===== config.mk =====
export PLATFORM = sky130hd
export DESIGN_NAME = mem_port_arbiter
export DESIGN_NICKNAME = d
export VERILOG_FILES = /design/src/rtl/octree_mem_pkg.sv /design/src/rtl/mux_nto1.sv /design/src/rtl/mem_port_arbiter.sv
export SDC_FILE = /design/constraint.sdc
export NUM_CORES = 1
export LEC_CHECK = 0
export ABC_CLOCK_PERIOD_IN_PS = 800
export BUFFER_PORTS_ARGS = -buffer_cell sky130_fd_sc_hd__buf_2
export CORE_AREA = 3 3 76 78
export CTS_BUF_LIST = sky130_fd_sc_hd__clkbuf_4
export CTS_CLUSTER_DIAMETER = 200
export CTS_CLUSTER_SIZE = 10
export DETAILED_ROUTE_END_ITERATION = 8
export DIE_AREA = 0 0 79 81
export PLACE_DENSITY = 0.66
export SYNTH_ARGS = -nofsm -noshare
export SYNTH_HDL_FRONTEND = slang
export SYNTH_SLANG_ARGS = --single-unit

===== constraint.sdc =====
create_clock -name i_clk -period 0.8 [get_ports i_clk]
set_input_delay 0.04 -clock i_clk [delete_from_list [all_inputs] [get_ports i_clk]]
set_output_delay 0.04 -clock i_clk [all_outputs]
set_load 0.02 [all_outputs]

===== src/rtl/octree_mem_pkg.sv =====
// Shared types and constants for the octree / BFS memory port.
// Latency: n/a (declarations only).
// Backpressure: n/a.
//
// Contents: default address width, requester channel indices,
// arbitration policy encodings and the arbiter FSM state type.
package octree_mem_pkg;

    localparam int DEF_ADDR_SIZE = 9;

    // Requester channel assignment on the shared BRAM port.
    localparam int CH_OCTREE = 0;
    localparam int CH_BFS    = 1;

    // Arbitration policy encodings for the MODE parameter.
    localparam int ARB_FIXED = 0;
    localparam int ARB_RR    = 1;

    typedef enum logic {
        ST_IDLE  = 1'b0,
        ST_OWNED = 1'b1
    } arb_state_t;

endpackage


===== src/rtl/mux_nto1.sv =====
// One-hot N:1 selector of W-bit lanes; output is zero when no select bit is set.
// Latency: combinational.
// Backpressure: none.
//
// Ports:
//   sel  - one-hot lane select (N bits)
//   din  - packed lanes, lane k at [k*W +: W]
//   dout - selected lane, or zero
module mux_nto1 #(
    parameter int W = 1,
    parameter int N = 2
) (
    input  logic [N-1:0]   sel,
    input  logic [N*W-1:0] din,
    output logic [W-1:0]   dout
);

    // AND-OR structure: a one-hot select yields the chosen lane, an
    // all-zero select yields zero without any priority chain.
    always_comb begin
        dout = '0;
        for (int k = 0; k < N; k++) begin
            if (sel[k]) begin
                dout = dout | din[k*W +: W];
            end
        end
    end

endmodule


===== src/rtl/mem_port_arbiter.sv =====
// N-channel ownership arbiter for one synchronous BRAM port (fixed priority or round robin).
// Latency: grant one cycle after a request is sampled; read data RD_LAT cycles after acceptance.
// Backpressure: a requester waits with req/addr/data held until it sees its o_gnt bit; lock holds ownership.
//
// Ports:
//   i_clk, i_rst_n          - clock, async active-low reset
//   i_req/i_lock/i_we       - per-channel request, hold-grant, write enable
//   i_addr/i_wdata          - packed per-channel address / write data
//   o_gnt                   - registered one-hot grant (zero when idle)
//   o_rvalid/o_rdata        - one-hot read return valid, shared read data
//   o_mem_en/we/addr/wdata  - BRAM port drive
//   i_mem_rdata             - BRAM read data
module mem_port_arbiter
    import octree_mem_pkg::*;
#(
    parameter int ADDR_SIZE = DEF_ADDR_SIZE,
    parameter int DATA_W    = 32,
    parameter int N_CH      = 2,
    parameter int RD_LAT    = 1,
    parameter int MODE      = ARB_FIXED,
    parameter int MAX_BURST = 0
) (
    input  logic                      i_clk,
    input  logic                      i_rst_n,
    input  logic [N_CH-1:0]           i_req,
    input  logic [N_CH-1:0]           i_lock,
    input  logic [N_CH-1:0]           i_we,
    input  logic [N_CH*ADDR_SIZE-1:0] i_addr,
    input  logic [N_CH*DATA_W-1:0]    i_wdata,
    output logic [N_CH-1:0]           o_gnt,
    output logic [N_CH-1:0]           o_rvalid,
    output logic [DATA_W-1:0]         o_rdata,
    output logic                      o_mem_en,
    output logic                      o_mem_we,
    output logic [ADDR_SIZE-1:0]      o_mem_addr,
    output logic [DATA_W-1:0]         o_mem_wdata,
    input  logic [DATA_W-1:0]         i_mem_rdata
);

    localparam int CW = $clog2(N_CH);
    localparam int BW = (MAX_BURST == 0) ? 1 : $clog2(MAX_BURST + 1);
    localparam logic [BW-1:0]   BURST_MAX  = BW'(MAX_BURST);
    localparam logic [BW-1:0]   BURST_LAST = (MAX_BURST == 0) ? '0 : BW'(MAX_BURST - 1);
    localparam logic [N_CH-1:0] CH_ONE     = {{(N_CH-1){1'b0}}, 1'b1};

    arb_state_t      state;
    logic [CW-1:0]   owner;
    logic [CW-1:0]   rr_ptr;
    logic [BW-1:0]   burst_cnt;

    logic            owned;
    logic            owner_req;
    logic            owner_lock;
    logic            accept;
    logic            cap_hit;
    logic            release_now;
    logic            arb_en;
    logic [N_CH-1:0] cand;
    logic            win_found;
    logic [CW-1:0]   win_idx;
    logic [N_CH-1:0] win_oh;
    logic [CW-1:0]   rr_next;
    logic            sel_we;

    logic [RD_LAT-1:0] pipe_vld;
    logic [CW-1:0]     pipe_ch [RD_LAT];

    // ------------------------------------------------------------------
    // Ownership status and release detection
    // ------------------------------------------------------------------
    assign owned      = (state == ST_OWNED);
    assign owner_req  = i_req[owner];
    assign owner_lock = i_lock[owner];
    assign accept     = owned & owner_req;

    // The cap fires on the access that completes the burst; a held lock
    // suppresses it (the counter then saturates and the cap stays quiet).
    assign cap_hit     = (MAX_BURST != 0) && accept && (burst_cnt == BURST_LAST) && !owner_lock;
    assign release_now = owned && ((!owner_req && !owner_lock) || cap_hit);
    assign arb_en      = !owned || release_now;

    // A releasing owner sits out this arbitration so a forced release
    // always hands over when anyone else is waiting.
    always_comb begin
        cand = i_req | i_lock;
        if (release_now) begin
            cand[owner] = 1'b0;
        end
    end

    // ------------------------------------------------------------------
    // Winner selection: lowest index, or first set bit from rr_ptr upward
    // ------------------------------------------------------------------
    always_comb begin
        int idx;
        idx       = 0;
        win_found = 1'b0;
        win_idx   = '0;
        for (int i = 0; i < N_CH; i++) begin
            if (MODE == ARB_RR) begin
                idx = (int'(rr_ptr) + i) % N_CH;
            end else begin
                idx = i;
            end
            if (!win_found && cand[CW'(idx)]) begin
                win_found = 1'b1;
                win_idx   = CW'(idx);
            end
        end
    end

    assign win_oh  = CH_ONE << win_idx;
    assign rr_next = CW'((int'(win_idx) + 1) % N_CH);

    // ------------------------------------------------------------------
    // Ownership FSM with registered grant
    // ------------------------------------------------------------------
    always_ff @(posedge i_clk or negedge i_rst_n) begin
        if (!i_rst_n) begin
            state     <= ST_IDLE;
            owner     <= '0;
            o_gnt     <= '0;
            rr_ptr    <= '0;
            burst_cnt <= '0;
        end else if (arb_en) begin
            burst_cnt <= '0;
            if (win_found) begin
                state <= ST_OWNED;
                owner <= win_idx;
                o_gnt <= win_oh;
                if (MODE == ARB_RR) begin
                    rr_ptr <= rr_next;
                end
            end else begin
                state <= ST_IDLE;
                o_gnt <= '0;
            end
        end else if (accept && (MAX_BURST != 0) && (burst_cnt != BURST_MAX)) begin
            burst_cnt <= burst_cnt + BW'(1);
        end
    end

    // ------------------------------------------------------------------
    // Memory port drive, muxed by the registered grant
    // ------------------------------------------------------------------
    mux_nto1 #(.W(ADDR_SIZE), .N(N_CH)) u_addr_mux (
        .sel  (o_gnt),
        .din  (i_addr),
        .dout (o_mem_addr)
    );

    mux_nto1 #(.W(DATA_W), .N(N_CH)) u_wdata_mux (
        .sel  (o_gnt),
        .din  (i_wdata),
        .dout (o_mem_wdata)
    );

    mux_nto1 #(.W(1), .N(N_CH)) u_we_mux (
        .sel  (o_gnt),
        .din  (i_we),
        .dout (sel_we)
    );

    assign o_mem_en = accept;
    assign o_mem_we = sel_we & accept;

    // ------------------------------------------------------------------
    // Read return pipe: tags each accepted read with its channel so data
    // lands on the issuer even if ownership moves while it is in flight.
    // ------------------------------------------------------------------
    always_ff @(posedge i_clk or negedge i_rst_n) begin
        if (!i_rst_n) begin
            pipe_vld <= '0;
            for (int s = 0; s < RD_LAT; s++) begin
                pipe_ch[s] <= '0;
            end
        end else begin
            pipe_vld[0] <= accept & ~sel_we;
            pipe_ch[0]  <= owner;
            for (int s = 1; s < RD_LAT; s++) begin
                pipe_vld[s] <= pipe_vld[s-1];
                pipe_ch[s]  <= pipe_ch[s-1];
            end
        end
    end

    assign o_rvalid = pipe_vld[RD_LAT-1] ? (CH_ONE << pipe_ch[RD_LAT-1]) : '0;
    assign o_rdata  = i_mem_rdata;

endmodule


==> impl_metrics.env <==
export IMPL_final_cells=215
export IMPL_setup_slack_ns=-0.370
export IMPL_ir_worst_vdd_uv=611
export IMPL_post_cts_repair_setup_buffers=0
export IMPL_htree_levels=1
export IMPL_grt_ovfl_total=0
export IMPL_power_share_combinational_pct=67.1
export IMPL_holdWs_ns=0.0105
export IMPL_ios=201
export IMPL_min_period_ns=1.17
export IMPL_synth_edff_count=0
export IMPL_synth_top_area_cell="and2_2"
export IMPL_grt_setup_unrepaired="true"
export IMPL_firstDrtPassIters=2
export IMPL_drt_iter0_drc=8
export IMPL_cts_sinks=2
export IMPL_vias_per_cell=3.16
export IMPL_dieArea_sq_mm=0.00640
export IMPL_area_sequential_sq_um=50.0
export IMPL_cts_root_buf="clkbuf_4"
export IMPL_outcome="finished, violations left"
export IMPL_power_density_mw_per_mm2=935
export IMPL_crit_chain="buf_12, and2_2, buf_2"
export IMPL_clkPwrFrac_pct=22.1
export IMPL_synthCells=88
export IMPL_nFillCells=597
export IMPL_routed_wl_mm=2.32
export IMPL_synth_area_leaders="and2_2 46%, buf_4 40%, dfrtp_1 7.3%, clkbuf_2 2.9%, and3b_2 1.5%"
export IMPL_syn_avg_cell_area_sq_um=7.76
export IMPL_setup_violations=45
export IMPL_final_antenna_net_count=0
export IMPL_violations="setup timing"
export IMPL_critPathRequiredTime_ns=0.76
export IMPL_clock_latency_ns=0.22
export IMPL_crit_path_start_kind="flip-flop"
export IMPL_antenna_found_initial=0
export IMPL_cpMaxStageDelayCell="dfrtp_1"
export IMPL_rows=26
export IMPL_synth_ff_type="dfrtp_1"
export IMPL_maxCapViolCount=0
export IMPL_n_antenna_cell=0
export IMPL_wl_per_cell_um=10.8
export IMPL_grt_pass1_wl_mm=2.96
export IMPL_place_area_sq_um=962
export IMPL_core_area_sq_mm=0.00514
export IMPL_dp_hpwl_mm=1.97
export IMPL_critPathTopFamily="flip-flops"
export IMPL_switching_share_pct=39.2
export IMPL_nNetsFinal=269
export IMPL_cpPeakStageDelay_ns=0.39
export IMPL_path_buf_inv=2
export IMPL_grt_use_total_pct=6.13
export IMPL_grt_pass1_vias=555
export IMPL_area_growth_pct=60.4
export IMPL_worstPathArrival_ns=1.13
export IMPL_synth_seq_cells=2
export IMPL_cts_max_path_buffers=2
export IMPL_synth_cell_types=8
export IMPL_place_congestion=0.641
export IMPL_p_sw_uw=401
export IMPL_end_kind="output pin"
export IMPL_clk_pin_slew_ns=0.03
export IMPL_synth_top_cells_by_count="42 x and2_2, 36 x buf_4, 4 x clkbuf_2"
export IMPL_post_synth_top_count_cell="and2_2"
export IMPL_cp_max_fo=39
export IMPL_skew_ns=0.00187
export IMPL_yosysWarningCount=0
export IMPL_cts_tree="built"
export IMPL_place_inst=211
export IMPL_numCtsBuffers=3
export IMPL_crit_type="reg -> out"
export IMPL_p_int_uw=623
export IMPL_drive_gt1_share_pct=96.6
export IMPL_die_width_um=79
export IMPL_port_buffers=90
export IMPL_synth_top_area_share_pct=46.2
export IMPL_power_leakage_nw=0.609
export IMPL_drc=0
export IMPL_async_flop_share_pct=100
export IMPL_die_h_um=81
export IMPL_min_delay_path_class="in -> reg"
export IMPL_syn_area_sq_um=683
export IMPL_tns_ns=-15.31
export IMPL_ys_seq_area_share_pct=7.33
export IMPL_start_util_pct=13.3
export IMPL_grt_max_degree=40
export IMPL_fmax_mhz=855
export IMPL_power_frac_seq_pct=10.8
export IMPL_slew_violations=0
export IMPL_place_ws_ns=-0.129
export IMPL_finalHoldViolCount=0
export IMPL_finalInstanceArea_sq_mm=0.00110
export IMPL_finalCritPeriodShare_pct=146
export IMPL_num_vias=680
export IMPL_multiInputGateArea_sq_um=347
[power groups by stage]
stage / Combinational, mW / Sequential, mW / Clock [mW]
2_1_floorplan: 0.608 / 0.112 / 0
3_3_place_gp: 0.609 / 0.111 / 0
3_5_place_dp: 0.616 / 0.111 / 0
4_1_cts: 0.630 / 0.110 / 0.240
5_1_grt: 0.735 / 0.112 / 0.260
6_report: 0.687 / 0.111 / 0.226
[cell usage in the layout, fill, tap and decap left out]
cell           instances
dlygate4sd3_1          1
or2_2                  1
buf_12                 1
and2_2                42
and3b_2                1
buf_6                 15
buf_2                 72
clkbuf_4               3
dfrtp_1                2
conb_1                 2
buf_4                  4
and3_2                 1
[what timing repair did]
item | CTS | global route
setup endpoints to repair | 45 | 46
resized for setup | 3 | 31
gates cloned | 0 | 0
hold endpoints to repair | 2 | 0
hold buffers | 1 | 0
[per-layer routing]
layer  share of wire, %  wire (um)  track usage (%)  vias up
li1                   -          -                -      339
met1                 30        687             6.08      288
met2                 52       1210             9.68       45
met3                 17        383             4.66        8
met4                1.3         31             2.58        0
met5                  0          0                0        -
[worst paths after layout]
| check | depth (start not counted) | slack [ns] | startpoint | to |
|---|---|---|---|---|
| min reg2reg | 2 | 0.73 | owned | pipe_vld |
| max | 3 | -0.37 | owned | o_mem_wdata[19] |
| max in group asynchronous | 2 | 0.56 | i_rst_n | owned |
| min | 2 | 0.01 | i_lock[0] | owned |
| min in group asynchronous | 2 | 0.14 | i_rst_n | pipe_vld |
| max reg2reg | 2 | -0.07 | owned | pipe_vld |
[registers in the layout, summed over array words and instances (netlist names)]
register	flops
owned	1
pipe_vld	1
[through the flow]
stage | power, mW | utilization (%)
floorplan | 0.720 | -
global placement | 0.720 | 18.7
detailed placement | 0.728 | 18.7
CTS | 0.980 | 19.5
global route | 1.11 | 21.3
finish | 1.02 | 21.3
[area by class of cell]
cell class / count / share of cell area [%]
multi-input cells: 47 / 31.6
flip-flops and latches: 2 / 4.57
repair buffers: 93 / 53.8
well taps: 70 / 7.99
clock buffers: 3 / 2.05
[kinds of logic (layout without fill, tap and decap cells)]
logic type,count (synthesis),in the layout,synth area share [%]
flops,2,2,7.33
buf+inv,40,96,42.5
other cells,1,2,0.549
simple gates,45,45,49.6
Power figures use the tool's default switching activity.
